$ cat src/rtl/multi_rate_pkg.sv
// rtl/multi_rate_pkg.sv - shared constants and per-channel ratio record for multi_rate_capture
package multi_rate_pkg;

    localparam int CHANNELS_DEF = 4;
    localparam int DIV_W_DEF    = 8;
    localparam int DIV_INIT_DEF = 1;

    // Storage width for divide values; every DIV_W up to this fits zero-extended.
    localparam int DIV_W_MAX    = 32;

    // A divide value together with its "waiting to be applied" flag.
    typedef struct packed {
        logic [DIV_W_MAX-1:0] div;
        logic                 pend_v;
    } ch_cfg_t;

endpackage

$ cat src/rtl/multi_rate_capture_channel.sv
// rtl/multi_rate_capture_channel.sv - one rate channel: counter, ratio shadow, tick, phase, capture
module rate_channel
    import multi_rate_pkg::*;
#(
    parameter int DATA_W   = 1,
    parameter int DIV_W    = DIV_W_DEF,
    parameter int DIV_INIT = DIV_INIT_DEF
) (
    input  logic              clk,
    input  logic              rst_n,
    input  logic              enable_i,
    input  logic              sync_i,
    input  logic [DATA_W-1:0] data_i,
    input  logic              wr_i,
    input  logic [DIV_W-1:0]  div_i,
    output logic              tick_o,
    output logic              phase_o,
    output logic [DATA_W-1:0] data_o,
    output logic              valid_o,
    output logic              ack_o
);

    logic [DIV_W-1:0]     cnt_q, cnt_d;
    logic [DIV_W_MAX-1:0] div_act_q, div_act_d;
    ch_cfg_t              pend_q, pend_d;
    logic                 tick_q, tick_d;
    logic                 phase_q, phase_d;
    logic [DATA_W-1:0]    data_q, data_d;
    logic                 valid_q, valid_d;
    logic                 ack_q, ack_d;
    logic                 terminal;

    // cnt only ever runs up to div_act, so an equality compare is enough.
    assign terminal = (DIV_W_MAX'(cnt_q) == div_act_q);

    // Next-state: sync realign beats the terminal edge; a pending ratio is
    // swapped in only at a period boundary so no period is cut short.
    always_comb begin
        cnt_d     = cnt_q;
        div_act_d = div_act_q;
        pend_d    = pend_q;
        tick_d    = 1'b0;
        phase_d   = phase_q;
        data_d    = data_q;
        valid_d   = 1'b0;
        ack_d     = 1'b0;
        if (sync_i || terminal) begin
            cnt_d = '0;
            if (sync_i) begin
                phase_d = 1'b0;
            end else begin
                tick_d  = 1'b1;
                phase_d = ~phase_q;
                if (enable_i) begin
                    data_d  = data_i;
                    valid_d = 1'b1;
                end
            end
            if (pend_q.pend_v) begin
                div_act_d     = pend_q.div;
                pend_d.pend_v = 1'b0;
                ack_d         = 1'b1;
            end
        end else begin
            cnt_d = cnt_q + DIV_W'(1);
        end
        // A write on a boundary edge lands after the swap, so it waits a period.
        if (wr_i) begin
            pend_d.div    = DIV_W_MAX'(div_i);
            pend_d.pend_v = 1'b1;
        end
    end

    // Channel state register with synchronous active-low reset.
    always_ff @(posedge clk) begin
        if (!rst_n) begin
            cnt_q     <= '0;
            div_act_q <= DIV_W_MAX'(DIV_INIT);
            pend_q    <= '0;
            tick_q    <= 1'b0;
            phase_q   <= 1'b0;
            data_q    <= '0;
            valid_q   <= 1'b0;
            ack_q     <= 1'b0;
        end else begin
            cnt_q     <= cnt_d;
            div_act_q <= div_act_d;
            pend_q    <= pend_d;
            tick_q    <= tick_d;
            phase_q   <= phase_d;
            data_q    <= data_d;
            valid_q   <= valid_d;
            ack_q     <= ack_d;
        end
    end

    assign tick_o  = tick_q;
    assign phase_o = phase_q;
    assign data_o  = data_q;
    assign valid_o = valid_q;
    assign ack_o   = ack_q;

endmodule

$ cat src/rtl/multi_rate_capture.sv
// rtl/multi_rate_capture.sv - multi-channel clock-enable rate divider with data capture
module multi_rate_capture
    import multi_rate_pkg::*;
#(
    parameter  int CHANNELS = CHANNELS_DEF,
    parameter  int DATA_W   = 1,
    parameter  int DIV_W    = DIV_W_DEF,
    parameter  int DIV_INIT = DIV_INIT_DEF,
    localparam int CH_W     = (CHANNELS > 1) ? $clog2(CHANNELS) : 1
) (
    input  logic                       clk,
    input  logic                       rst_n,
    input  logic                       enable,
    input  logic [DATA_W-1:0]          data_i,
    input  logic                       sync,
    input  logic                       cfg_wr,
    input  logic [CH_W-1:0]            cfg_ch,
    input  logic [DIV_W-1:0]           cfg_div,
    output logic [CHANNELS-1:0]        cfg_ack,
    output logic [CHANNELS-1:0]        tick_o,
    output logic [CHANNELS-1:0]        phase_o,
    output logic [CHANNELS*DATA_W-1:0] data_o,
    output logic [CHANNELS-1:0]        valid_o
);

    logic [CHANNELS-1:0] wr_sel;

    // Decode the config strobe; channel numbers past the last channel are dropped.
    always_comb begin
        wr_sel = '0;
        for (int c = 0; c < CHANNELS; c++) begin
            wr_sel[c] = cfg_wr && (int'(cfg_ch) == c) && (int'(cfg_ch) < CHANNELS);
        end
    end

    for (genvar c = 0; c < CHANNELS; c++) begin : g_ch
        rate_channel #(
            .DATA_W   (DATA_W),
            .DIV_W    (DIV_W),
            .DIV_INIT (DIV_INIT)
        ) u_ch (
            .clk      (clk),
            .rst_n    (rst_n),
            .enable_i (enable),
            .sync_i   (sync),
            .data_i   (data_i),
            .wr_i     (wr_sel[c]),
            .div_i    (cfg_div),
            .tick_o   (tick_o[c]),
            .phase_o  (phase_o[c]),
            .data_o   (data_o[c*DATA_W +: DATA_W]),
            .valid_o  (valid_o[c]),
            .ack_o    (cfg_ack[c])
        );
    end

endmodule

$ cat config.mk
export PLATFORM = sky130hd
export DESIGN_NAME = multi_rate_capture
export DESIGN_NICKNAME = d
export VERILOG_FILES = /design/src/rtl/multi_rate_pkg.sv /design/src/rtl/multi_rate_capture_channel.sv /design/src/rtl/multi_rate_capture.sv
export SDC_FILE = /design/constraint.sdc
export NUM_CORES = 1
export LEC_CHECK = 0
export BUFFER_PORTS_ARGS = -buffer_cell sky130_fd_sc_hd__buf_2
export CAP_MARGIN = 5
export CORE_ASPECT_RATIO = 0.7
export CORE_MARGIN = 5
export CORE_UTILIZATION = 50
export CTS_CLUSTER_SIZE = 25
export DETAILED_ROUTE_END_ITERATION = 10
export PLACE_DENSITY_LB_ADDON = 0.1
export SYNTH_ARGS = -nofsm -noshare
export SYNTH_HDL_FRONTEND = slang
export SYNTH_SLANG_ARGS = --single-unit
$ cat constraint.sdc
create_clock -name clk -period 3.7 [get_ports clk]
set_input_delay 0.37 -clock clk [delete_from_list [all_inputs] [get_ports clk]]
set_output_delay 0.37 -clock clk [all_outputs]
set_load 0.05 [all_outputs]
======== Word-level counts from Yosys, hierarchy flattened ========
Cells that the tools add are included.
Widths: inputs -> output; s select.
cells by class
  add/sub/neg operators ................... 4
  equality and inequality tests ........... 7
  muxes and demuxes ....................... 19
  bitwise operators ....................... 6
  reductions and logical operators ........ 29
operators by type and width
  operator             count
  $add 8x1->8 const B  4
  $eq 8x8->1           4
  $mux 1               19
  $reduce_and 2->1     8
  $reduce_and 3->1     4
  $reduce_bool 2->1    4
  $reduce_or 2->1      4
  $not 1->1            6
  $eq 2x2->1 const B   2
  $logic_and 1x1->1    4
  $logic_or 1x1->1     4
  $eq 2x1->1 const B   1
  $logic_not 2->1      1
storage, ports and cells
  register bits after elaboration ......... 120
  input port bits ......................... 16
  output and inout port bits .............. 20
  word-level logic and storage cells ...... 101

======== Longest topological paths before layout ========
Gate-level depths: netlist (run 1).
  depth in word-level cells ............... 4
  mapped depth ............................ 5
  gate-level depth less buffers ........... 4

======== Hierarchy ========
Synthesis (run 1) repeated with hierarchy kept, for this count alone.
second synthesis, totals
  cells, all modules ...................... 640
  area, all modules ....................... 5903.2 um^2
by module, submodules not included
  module              times used  cells each  area an instance (um^2)  sequential area each (um^2)
  rate_channel        4           159         1466.4                   600.6
  multi_rate_capture  1           4           37.5                     0.0

======== Least setup slack after synthesis (run 1) ========
OpenSTA, ideal clock, no wires.
  kind .................................... reg2reg
  start point ............................. register g_ch[0].u_ch.cnt_q[5]
  end point ............................... register g_ch[0].u_ch.div_act_q[6]
  setup time .............................. 0.129 ns
  data arrival time ....................... 1.232 ns
  required time ........................... 3.571 ns
  path slack .............................. 2.339 ns
  stages on the path, launching flop included .. 6
  path buffers ............................ 1
  clock period less this slack ............ 1.361 ns
  cells stage by stage .................... dfxtp_1 > xnor2_1 > nand4_1 > nor2_4 > buf_2 > o211ai_1
between the ends
  cells in the longest elaborated chain, start to end .. 3
RTL lines
  item                               RTL line                          text
  from (decl)                        multi_rate_capture_channel.sv:23  logic [DIV_W-1:0] cnt_q, cnt_d;
  from (signal assigned)             multi_rate_capture_channel.sv:86  cnt_q <= cnt_d;
  $eq 8x8->1                         multi_rate_capture_channel.sv:34  assign terminal = (DIV_W_MAX'(cnt_q) == div_act_q);
  $logic_or 1x1->1                   multi_rate_capture_channel.sv:47  if (sync_i || terminal) begin
  $reduce_and 2->1 (no source line)  --
  to (signal assigned)               multi_rate_capture_channel.sv:78  div_act_q <= DIV_W_MAX'(DIV_INIT);
  to (signal assigned)               multi_rate_capture_channel.sv:87  div_act_q <= div_act_d;
  to (decl)                          multi_rate_capture_channel.sv:24  logic [DIV_W_MAX-1:0] div_act_q, div_act_d;
No other way between the ends.
A chain may end at the register's enable or synchronous reset.

======== Worst setup path in the final report (run 1) ========
  start point ............................. register g_ch[1].u_ch.cnt_q[2]
  end point ............................... register g_ch[1].u_ch.valid_q
between the ends
  cells in the longest elaborated chain, start to end .. 3
RTL lines
  item                               RTL line                          text
  from (decl)                        multi_rate_capture_channel.sv:23
  from (signal assigned)             multi_rate_capture_channel.sv:86
  $eq 8x8->1                         multi_rate_capture_channel.sv:34
  $logic_or 1x1->1                   multi_rate_capture_channel.sv:47
  $reduce_and 2->1 (no source line)  --
  to (signal assigned)               multi_rate_capture_channel.sv:92  valid_q <= valid_d;
  to (decl)                          multi_rate_capture_channel.sv:29  logic valid_q, valid_d;
No other way between the ends.

==> results of run 1 <==
[per-layer routing]
metal | GRT usage (%) | up-vias
met5 | 0 | -
met2 | 30.4 | 93
met4 | 6.11 | 0
met3 | 4.46 | 12
li1 | - | 2355
met1 | 26.9 | 2292
[through the flow]
step / total power [mW] / utilization (%) / setup slack (ns) / cells / hold slack, ns
2_1_floorplan: 1.65 / - / 2.34 / 659 / 0.439
3_5_place_dp: 1.71 / 51.0 / 1.49 / 784 / 0.450
3_3_place_gp: 1.71 / 51.0 / 1.58 / 784 / 0.445
4_1_cts: 3.49 / 56.5 / 1.65 / 816 / 0.267
6_report: 3.48 / 56.5 / 1.64 / 816 / 0.279
5_1_grt: 3.59 / 56.5 / 1.47 / 816 / 0.277
[sequential cells by signal (all words and copies together) (netlist names)]
name	flops
g_ch.u_ch.ack_o	4
g_ch.u_ch.tick_o	4
g_ch.u_ch.valid_o	4
g_ch.u_ch.div_act_q	32
g_ch.u_ch.pend_q	36
g_ch.u_ch.data_o	4
g_ch.u_ch.phase_o	4
g_ch.u_ch.cnt_q	32
[power groups by stage]
| stage | clock network, mW | registers (mW) | logic, mW |
|---|---|---|---|
| after CTS | 1.80 | 1.37 | 0.319 |
| after global routing | 1.86 | 1.37 | 0.351 |
| after detailed placement | 0 | 1.40 | 0.318 |
| final | 1.79 | 1.37 | 0.321 |
| after global placement | 0 | 1.39 | 0.312 |
| after floorplan | 0 | 1.38 | 0.271 |
[cell families (layout without fill, tap and decap cells)]
| family | Yosys count | count (layout) | synth area share, % |
|---|---|---|---|
| buffers and inverters | 77 | 77 | 6.84 |
| xor gates and xnor gates | 56 | 56 | 8.68 |
| and+or+nand+nor | 265 | 265 | 25.3 |
| AOI/OAI and AO/OA | 118 | 118 | 14.4 |
| adders and majority gates | 4 | 4 | 0.847 |
| DFF | 120 | 120 | 40.7 |
| muxes | 19 | 19 | 3.22 |
[path summary, 6_finish.rpt]
check | cells past startpoint | end
max reg2reg | 4 | g_ch[1].u_ch.valid_o$_SDFF_PN0_
min | 3 | g_ch[2].u_ch.pend_q[4]$_SDFFE_PN0P_
max | 4 | g_ch[1].u_ch.valid_o$_SDFF_PN0_
min reg2reg | 2 | g_ch[3].u_ch.pend_q[1]$_SDFFE_PN0P_
[cell usage in the layout, fill, tap and decap left out, types with 2 or more instances in the layout]
cell,netlist,final
inv_1,5,5
buf_4,21,6
a21boi_0,19,19
xnor2_2,3,3
and4_1,7,7
xnor2_1,33,33
dfxtp_1,120,120
nand3_1,67,67
bufinv_16,0,4
nand4_1,7,7
and3b_1,28,28
nor2b_1,17,17
nor2_1,15,15
mux2i_1,19,19
and3_1,30,30
o2111ai_1,14,14
xor2_1,20,20
nand2_1,47,47
o211ai_1,31,31
clkbuf_16,0,17
o211a_1,3,3
or3_1,4,4
buf_2,17,34
a211oi_1,4,4
a32o_1,4,4
a31oi_1,28,28
nor2_4,2,2
clkbuf_1,32,2
ha_1,4,4
clkinv_2,0,4
nor3b_1,5,5
o21ai_0,4,4
clkbuf_8,0,5
a21oi_1,10,10
nor3_1,30,30
[worst max-delay path: cells and delay by family (launching register included)]
| family | cells | cell delay (ns) |
|---|---|---|
| xor gates and xnor gates | 1 | 0.17 |
| and+or+nand+nor | 3 | 1.40 |
| DFF | 1 | 0.42 |
[final cells by class]
| cell class | instances | area (µm²) |
|---|---|---|
| Timing Repair Buffer | 40 | 215 |
| Clock inverter | 8 | 140 |
| Multi-Input combinational cell | 462 | 3100 |
| Inverter | 5 | 18.8 |
| Fill cell | 1031 | 5070 |
| Sequential cell | 120 | 2400 |
| Clock buffer | 24 | 502 |
| Tap cell | 157 | 196 |
==> flow_summary.yaml, run 1 <==
synth:
  syn_nets: 679
  yosys-top-cells-count: "dfxtp_1, nand3_1, nand2_1"
  ys_warn_count: 0
  synth_edf_count: 0
  synthCells: 659
  synthTopCellsByArea: "dfxtp_1, nand3_1, xnor2_1"
  netlist_area_um2: 5910
  ys.flop_type: "dfxtp_1"
  ys_types: 39
  async_reset_ff_share_pct: 0
  synth_seq_cells: 120
  yosysSeqAreaShare_pct: 40.7
  synthMostInstantiatedCell: "dfxtp_1"
  synth_top_area_share_pct: 40.7
  syn_avg_cell_area_um2: 8.97
  yosysTopAreaCell: "dfxtp_1"
global_routing:
  antenna_found_initial: 0
  grt_overflow_total: 0
  grt_pass1_vias: 4503
  grt_use_total_pct: 19.5
  grt_pass1_wl_um: 22300
  grt_max_degree: 100
clocking:
  cts.sinks: 120
  cts_root_buffer: "clkbuf_16"
  htreeDepth: 4
  cts-hold-fix-buffers: 0
  numCtsBuffers: 17
  postCtsSetupBuffers: 0
  clk_pin_slew_ns: 0.05
  clockBufferDepth: 2
  tritoncts: "yes"
  cts_resized: 0
  clk-insertion-delay-late_ns: 0.41
power_and_ir_drop:
  powerDensity_nw_per_um2: 529
  vdd_drop_max_v: 0.000330
  swShare_pct: 24.4
  p_leak_nw: 2.53
  seqPwrFrac_pct: 39.4
  clockPowerShare_pct: 51.4
  combPwrFrac_pct: 9.2
  internal_power_mw: 2.63
  p_switching_mw: 0.847
sta:
  finClkSkew_ns: 0.00588
  setup_viol: 0
  slew_headroom_pct: 41.5
  tightest_slew_ns: 0.876
  slew_violations: 0
  fin_crit_sh_pct: 55.6
  min_period_ns: 2.06
  rsz0062_at_grt: "false"
  tns_ns: 0
  max_freq_mhz: 486
  hold_viol_final: 0
die:
  dieArea_um2: 14100
  rows: 33
  die_y_um: 101
  die_w_um: 140
  coreArea_um2: 11600
  initial_utilization_pct: 50.7
  ioPinCount: 36
layout:
  area_delta_synth_final_pct: 11.3
  design_area_um2: 6580
  drive_gt1_share_pct: 12.0
  n_antenna_cell: 0
  fin_nets: 666
drt:
  wl_um: 13400
  top_layer: "met4"
  drc: 0
  met2WireLength_um: 5880
  initialDrtViolationCount: 340
  firstDrtPassIters: 4
  wire_per_inst_um: 16.5
  via_per_inst: 5.82
  ant_nets: 0
  met1Wirelength_um: 6870
  route.met3.wl_um: 548
  vias: 4752
setup_path:
  crit_chain: "xnor2_1, nand4_1, nor2_1, and3_1"
  r2r-start: "g_ch[1].u_ch.cnt_q[2]$_SDFF_PP0_"
  critPathArrivalTime_ns: 2.40
  worstPathMaxFanout: 11
  slowest_stage: "nor2_1"
  worstSetupStartpointType: "register"
  r2r_setup_slack_ns: 1.64
  critPathKind: "reg2reg"
  critPathRequiredTime_ns: 4.05
  crit_path_end_kind: "register"
  slowest_delay_ns: 0.72
  startpoint: "g_ch[1].u_ch.cnt_q[2]$_SDFF_PP0_"
placed_design:
  io_buffers: 35
  gp_congestion: 0.744
  dp_hpwl_um: 8860
  dpl_cell_area_um2: 5930
run_status:
  status: "finished clean"
job:
  cap_violations: 0
worst_hold_path:
  min_from: "cfg_div[3]"
  hold_class: "in2reg"
(Power assumes the default switching activity.)
==> run 2, diff against run 1 <==
==> constraint.sdc (replaced) <==
create_clock -name clk -period 1.8 [get_ports clk]
set_input_delay 0.18 -clock clk [delete_from_list [all_inputs] [get_ports clk]]
set_output_delay 0.18 -clock clk [all_outputs]
set_load 0.05 [all_outputs]
==> run 2 against run 1 <==
Design area up 3.2%; count of clock-buffer cells in the layout shrank 4; critical path type unchanged; global-route usage grew 1.0 points; non-clock buffer count increased by 26; first-iteration DRC count shrank 4.1%.
==> flow_summary.yaml, run 2 (synthesis results as in run 1) <==
run_status:
  status: "finished clean"
placed_design:
  dpl_cell_area_um2: 6130
  gp_congestion: 0.797
  io_buffers: 35
  dp_hpwl_um: 9660
  placedCellCount: 809
  pre_cts_ws_ns: 0.213
layout:
  final_cell_mix: "dfxtp_1, nand3_1, nand2_1, buf_2, xnor2_1"
  final_common_cell: "dfxtp_1"
  final_cells: 842
  area_delta_synth_final_pct: 14.8
  largest-register: "g_ch.u_ch.pend_q"
  n_antenna_cell: 0
  finish.utilization_pct: 58.3
  drive_gt1_share_pct: 15.5
  reg_top3: "g_ch.u_ch.pend_q x36, g_ch.u_ch.cnt_q x32, g_ch.u_ch.div_act_q x32"
  design_area_um2: 6780
  largest_register_ffs: 36
  fin_nets: 692
power_and_ir_drop:
  seqPwrFrac_pct: 39.2
  combPwrFrac_pct: 10.6
  p_switching_mw: 1.80
  swShare_pct: 25.1
  internal_power_mw: 5.37
  vdd_drop_max_v: 0.000731
  powerDensity_nw_per_um2: 1060
  clockPowerShare_pct: 50.2
  total_power_mw: 7.17
  p_leak_nw: 2.65
setup_path:
  worstSetupStartpointType: "register"
  crit_chain: "xnor2_1, nand4_1, nor2_4, o211ai_1"
  slowest_stage: "nor2_4"
  r2r-start: "g_ch[0].u_ch.cnt_q[1]$_SDFF_PP0_"
  r2r-end: "g_ch[0].u_ch.div_act_q[6]$_SDFFE_PN0P_"
  cp_top_family: "simple AND/OR/NAND/NOR gates"
  critPathKind: "reg2reg"
  critPathArrivalTime_ns: 1.84
  r2r_setup_slack_ns: 0.22
  rr_worst_depth: 4
  worstPathMaxFanout: 18
  slowest_delay_ns: 0.45
  crit_path_end_kind: "register"
  path_buf_inv: 0
  critPathRequiredTime_ns: 2.06
sta:
  min_period_ns: 1.58
  fin_ws_ns: 0.222
  hold_ws_ns: 0.0896
  fin_crit_sh_pct: 87.7
  slew_violations: 0
  tightest_slew_ns: 0.666
  max_freq_mhz: 634
  tns_ns: 0
  finClkSkew_ns: 0.00869
  setup_viol: 0
  slew_headroom_pct: 55.5
  hold_viol_final: 0
  rsz0062_at_grt: "false"
drt:
  wire_per_inst_um: 16.7
  initialDrtViolationCount: 326
  vias: 4918
  ant_nets: 0
  wl_um: 14100
  drc: 0
  via_per_inst: 5.84
  firstDrtPassIters: 5
clocking:
  clk-insertion-delay-late_ns: 0.41
  cts_root_buffer: "clkbuf_16"
  htreeDepth: 4
  numCtsBuffers: 17
  cts.sinks: 120
  tritoncts: "yes"
  clockBufferDepth: 2
  clk_pin_slew_ns: 0.06
  cts-hold-fix-buffers: 0
die:
  dieArea_um2: 14100
  initial_utilization_pct: 50.7
  die_y_um: 101
  die_w_um: 140
  ioPinCount: 36
  rows: 33
  coreArea_um2: 11600
worst_hold_path:
  hold_class: "in2reg"
  holdPathEnd: "g_ch[2].u_ch.pend_q[8]$_SDFFE_PN0P_"
  min_path_cells: 3
  min_from: "cfg_div[7]"
global_routing:
  grt_use_total_pct: 20.5
  grt_pass1_wl_um: 23400
  antenna_found_initial: 0
  grt_overflow_total: 0
  grt_pass1_vias: 4685
  grt_max_degree: 94
job:
  cap_violations: 0
[run 2: cell types whose count changed in the layout (fill, tap and decap cells not counted)]
cell,change
buf_12,+2
buf_4,+24
clkbuf_1,-1
clkbuf_8,-3
clkinv_4,+1
clkinvlp_4,+2
inv_6,+1
[run 2: cell type report]
type | count | area (µm²)
clock buffer | 20 | 457
clock inverter | 12 | 173
fill | 1060 | 4860
inverter | 5 | 18.8
multi-input combinational | 462 | 3100
sequential | 120 | 2400
tap | 157 | 196
timing repair buffer | 66 | 435
[run 2: layer usage]
metal | GRT usage (%) | up-vias | part of all wire, %
li1 | - | 2410 | -
met1 | 28.3 | 2371 | 49
met2 | 31.3 | 127 | 44
met3 | 5.88 | 10 | 5.8
met4 | 6.11 | 0 | 0.92
met5 | 0 | - | 0
[run 2: worst max path at each step]
stage | start | endpoint | cells past startpoint | slack [ns]
3_5_place_dp | g_ch[0].u_ch.cnt_q[1]$_SDFF_PP0_ | g_ch[0].u_ch.div_act_q[1]$_SDFFE_PN0P_ | 4 | 0.21
3_3_place_gp | g_ch[0].u_ch.cnt_q[1]$_SDFF_PP0_ | g_ch[0].u_ch.valid_o$_SDFF_PN0_ | 4 | 0.24
2_1_floorplan | g_ch[0].u_ch.cnt_q[5]$_SDFF_PP0_ | g_ch[0].u_ch.div_act_q[6]$_SDFFE_PN0P_ | 5 | 0.44
6_report | g_ch[0].u_ch.cnt_q[1]$_SDFF_PP0_ | g_ch[0].u_ch.div_act_q[6]$_SDFFE_PN0P_ | 4 | 0.22
4_1_cts | g_ch[0].u_ch.cnt_q[1]$_SDFF_PP0_ | g_ch[0].u_ch.div_act_q[6]$_SDFFE_PN0P_ | 4 | 0.18
5_1_grt | g_ch[0].u_ch.cnt_q[1]$_SDFF_PP0_ | g_ch[0].u_ch.div_act_q[6]$_SDFFE_PN0P_ | 4 | 0.07
[run 2: what timing repair did]
action                                  in CTS  in global routing
hold endpoints to repair                     0                  0
buffers inserted                             0                  1
endpoints found under the setup margin       0                  1
resized for setup                            0                  0
[run 2: worst register-to-register path, stage by stage, from the launching register on]
cell,delay [ns]
dfxtp_1,0.41
xnor2_1,0.16
nand4_1,0.24
nor2_4,0.45
o211ai_1,0.17
[run 2: power by group through the flow]
stage               Clock, mW  Sequential [mW]  Combinational, mW
finish                   3.60             2.81              0.758
CTS                      3.66             2.81              0.732
global route             3.78             2.82              0.826
global placement            0             2.86              0.714
detailed placement          0             2.87              0.727
floorplan                   0             2.84              0.558
==> run 3, diff against run 2 <==
--- a/config.mk
+++ b/config.mk
@@ -13,6 +13,7 @@
 export CTS_CLUSTER_SIZE = 25
 export DETAILED_ROUTE_END_ITERATION = 10
 export PLACE_DENSITY_LB_ADDON = 0.1
+export REMOVE_ABC_BUFFERS = 1
 export SYNTH_ARGS = -nofsm -noshare
 export SYNTH_HDL_FRONTEND = slang
 export SYNTH_SLANG_ARGS = --single-unit
==> run 3 against run 2 <==
Maximum frequency down 3.4%; design area is 2.6% lower; wire length fell by 1.8%; worst setup slack worse by 0.055 ns; clock skew fell by 0.0036 ns; sequential power hardly changed; worst hold slack worse by 0.0035 ns; sequential share of layout area grew 0.96 points; power is 9.0% lower; critical endpoint is now g_ch[1].u_ch.div_act_q[2]$_SDFFE_PN0P_; largest cell class unchanged; highest routed layer unchanged.
==> flow_summary.yaml, run 3 (synthesis results as in run 1) <==
sta:
  hold_viol_final: 0
  fin_crit_sh_pct: 90.8
  fin_ws_ns: 0.166
  rsz0062_at_grt: "false"
  setup_viol: 0
  slew_headroom_pct: 52.6
  hold_ws_ns: 0.0860
  max_freq_mhz: 612
  min_period_ns: 1.63
  finClkSkew_ns: 0.00510
  tightest_slew_ns: 0.710
  slew_violations: 0
  tns_ns: 0
setup_path:
  worstSetupStartpointType: "register"
  critPathArrivalTime_ns: 1.91
  crit_path_end_kind: "register"
  critPathRequiredTime_ns: 2.08
  rr_worst_depth: 5
  r2r_setup_slack_ns: 0.17
  worstPathMaxFanout: 8
  critPathKind: "reg2reg"
clocking:
  clockBufferDepth: 2
  numCtsBuffers: 17
  cts.sinks: 120
  htreeDepth: 4
  tritoncts: "yes"
  clk-insertion-delay-late_ns: 0.41
  cts-hold-fix-buffers: 0
  cts_root_buffer: "clkbuf_16"
  cts_resized: 0
  postCtsSetupBuffers: 0
  clk_pin_slew_ns: 0.05
layout:
  area_delta_synth_final_pct: 11.8
  largest-register: "g_ch.u_ch.pend_q"
  design_area_um2: 6610
  drive_gt1_share_pct: 13.8
  final_common_cell: "dfxtp_1"
  final_cells: 832
  largest_register_ffs: 36
  fillers: 1068
  finish.utilization_pct: 56.7
  final_cell_mix: "dfxtp_1, nand3_1, nand2_1, buf_2, xnor2_1"
  reg_top3: "g_ch.u_ch.pend_q x36, g_ch.u_ch.cnt_q x32, g_ch.u_ch.div_act_q x32"
  n_antenna_cell: 0
  fin_nets: 685
placed_design:
  dp_hpwl_um: 9520
  gp_congestion: 0.822
  pre_cts_ws_ns: 0.185
  dpl_cell_area_um2: 6090
  io_buffers: 35
  placedCellCount: 803
drt:
  wl_um: 13800
  drc: 0
  firstDrtPassIters: 4
  ant_nets: 0
  initialDrtViolationCount: 287
  wire_per_inst_um: 16.6
  vias: 4828
  via_per_inst: 5.80
power_and_ir_drop:
  powerDensity_nw_per_um2: 988
  total_power_mw: 6.52
  p_leak_nw: 2.57
  vdd_drop_max_v: 0.000653
global_routing:
  grt_overflow_total: 0
  grt_use_total_pct: 20.2
  grt_pass1_wl_um: 22900
  grt_max_degree: 55
  antenna_found_initial: 0
  grt_pass1_vias: 4589
worst_hold_path:
  hold_class: "in2reg"
  min_path_cells: 3
run_status:
  status: "finished clean"
job:
  cap_violations: 0
die:
  ioPinCount: 36
  rows: 33
  dieArea_um2: 14100
  die_w_um: 140
  die_y_um: 101
  initial_utilization_pct: 50.7
  coreArea_um2: 11600
## run 3: changes by cell type in the layout (fill, tap and decap cells not counted), sizes merged
cell	delta
buf	-7
clkbuf	+5
bufinv	-4
clkinvlp	-2
clkinv	-1
inv	-1
## run 3: cell type report
cell class / instances / area (µm²) / share of cell area [%]
inverter: 5 / 18.8 / 0.284
clock buffer: 25 / 495 / 7.50
clock inverter: 4 / 20.0 / 0.303
tap: 157 / 196 / 2.97
timing repair buffer: 59 / 370 / 5.61
multi-input combinational: 462 / 3100 / 47.0
sequential: 120 / 2400 / 36.4
## run 3: worst paths after layout
kind                                    start                                     end
min reg2reg  g_ch[3].u_ch.data_o$_SDFFE_PN0P_        g_ch[3].u_ch.data_o$_SDFFE_PN0P_
max reg2reg  g_ch[1].u_ch.cnt_q[0]$_SDFF_PP0_  g_ch[1].u_ch.div_act_q[2]$_SDFFE_PN0P_
min                                cfg_div[7]     g_ch[3].u_ch.pend_q[8]$_SDFFE_PN0P_
max          g_ch[1].u_ch.cnt_q[0]$_SDFF_PP0_  g_ch[1].u_ch.div_act_q[2]$_SDFFE_PN0P_
## run 3: metal layers
layer	vias to the layer above	track usage, %	share of wire, %
li1	2395	-	-
met1	2288	28.0	49
met2	119	30.4	44
met3	26	4.41	5.2
met4	0	8.71	2.0
met5	-	0	0
## run 3: worst max-delay path, stage by stage, from the launching register on
cell       delay (ns)
dfxtp_1          0.45
xnor2_1          0.17
nand4_1          0.31
buf_4            0.26
o2111ai_1        0.19
o211ai_1         0.11
## run 3: power by group
part | total, mW | internal, mW | switching [mW]
registers | 2.81 | 2.74 | 0.0697
clock network | 2.99 | 1.87 | 1.12
logic | 0.727 | 0.224 | 0.503
total | 6.52 | 4.83 | 1.70
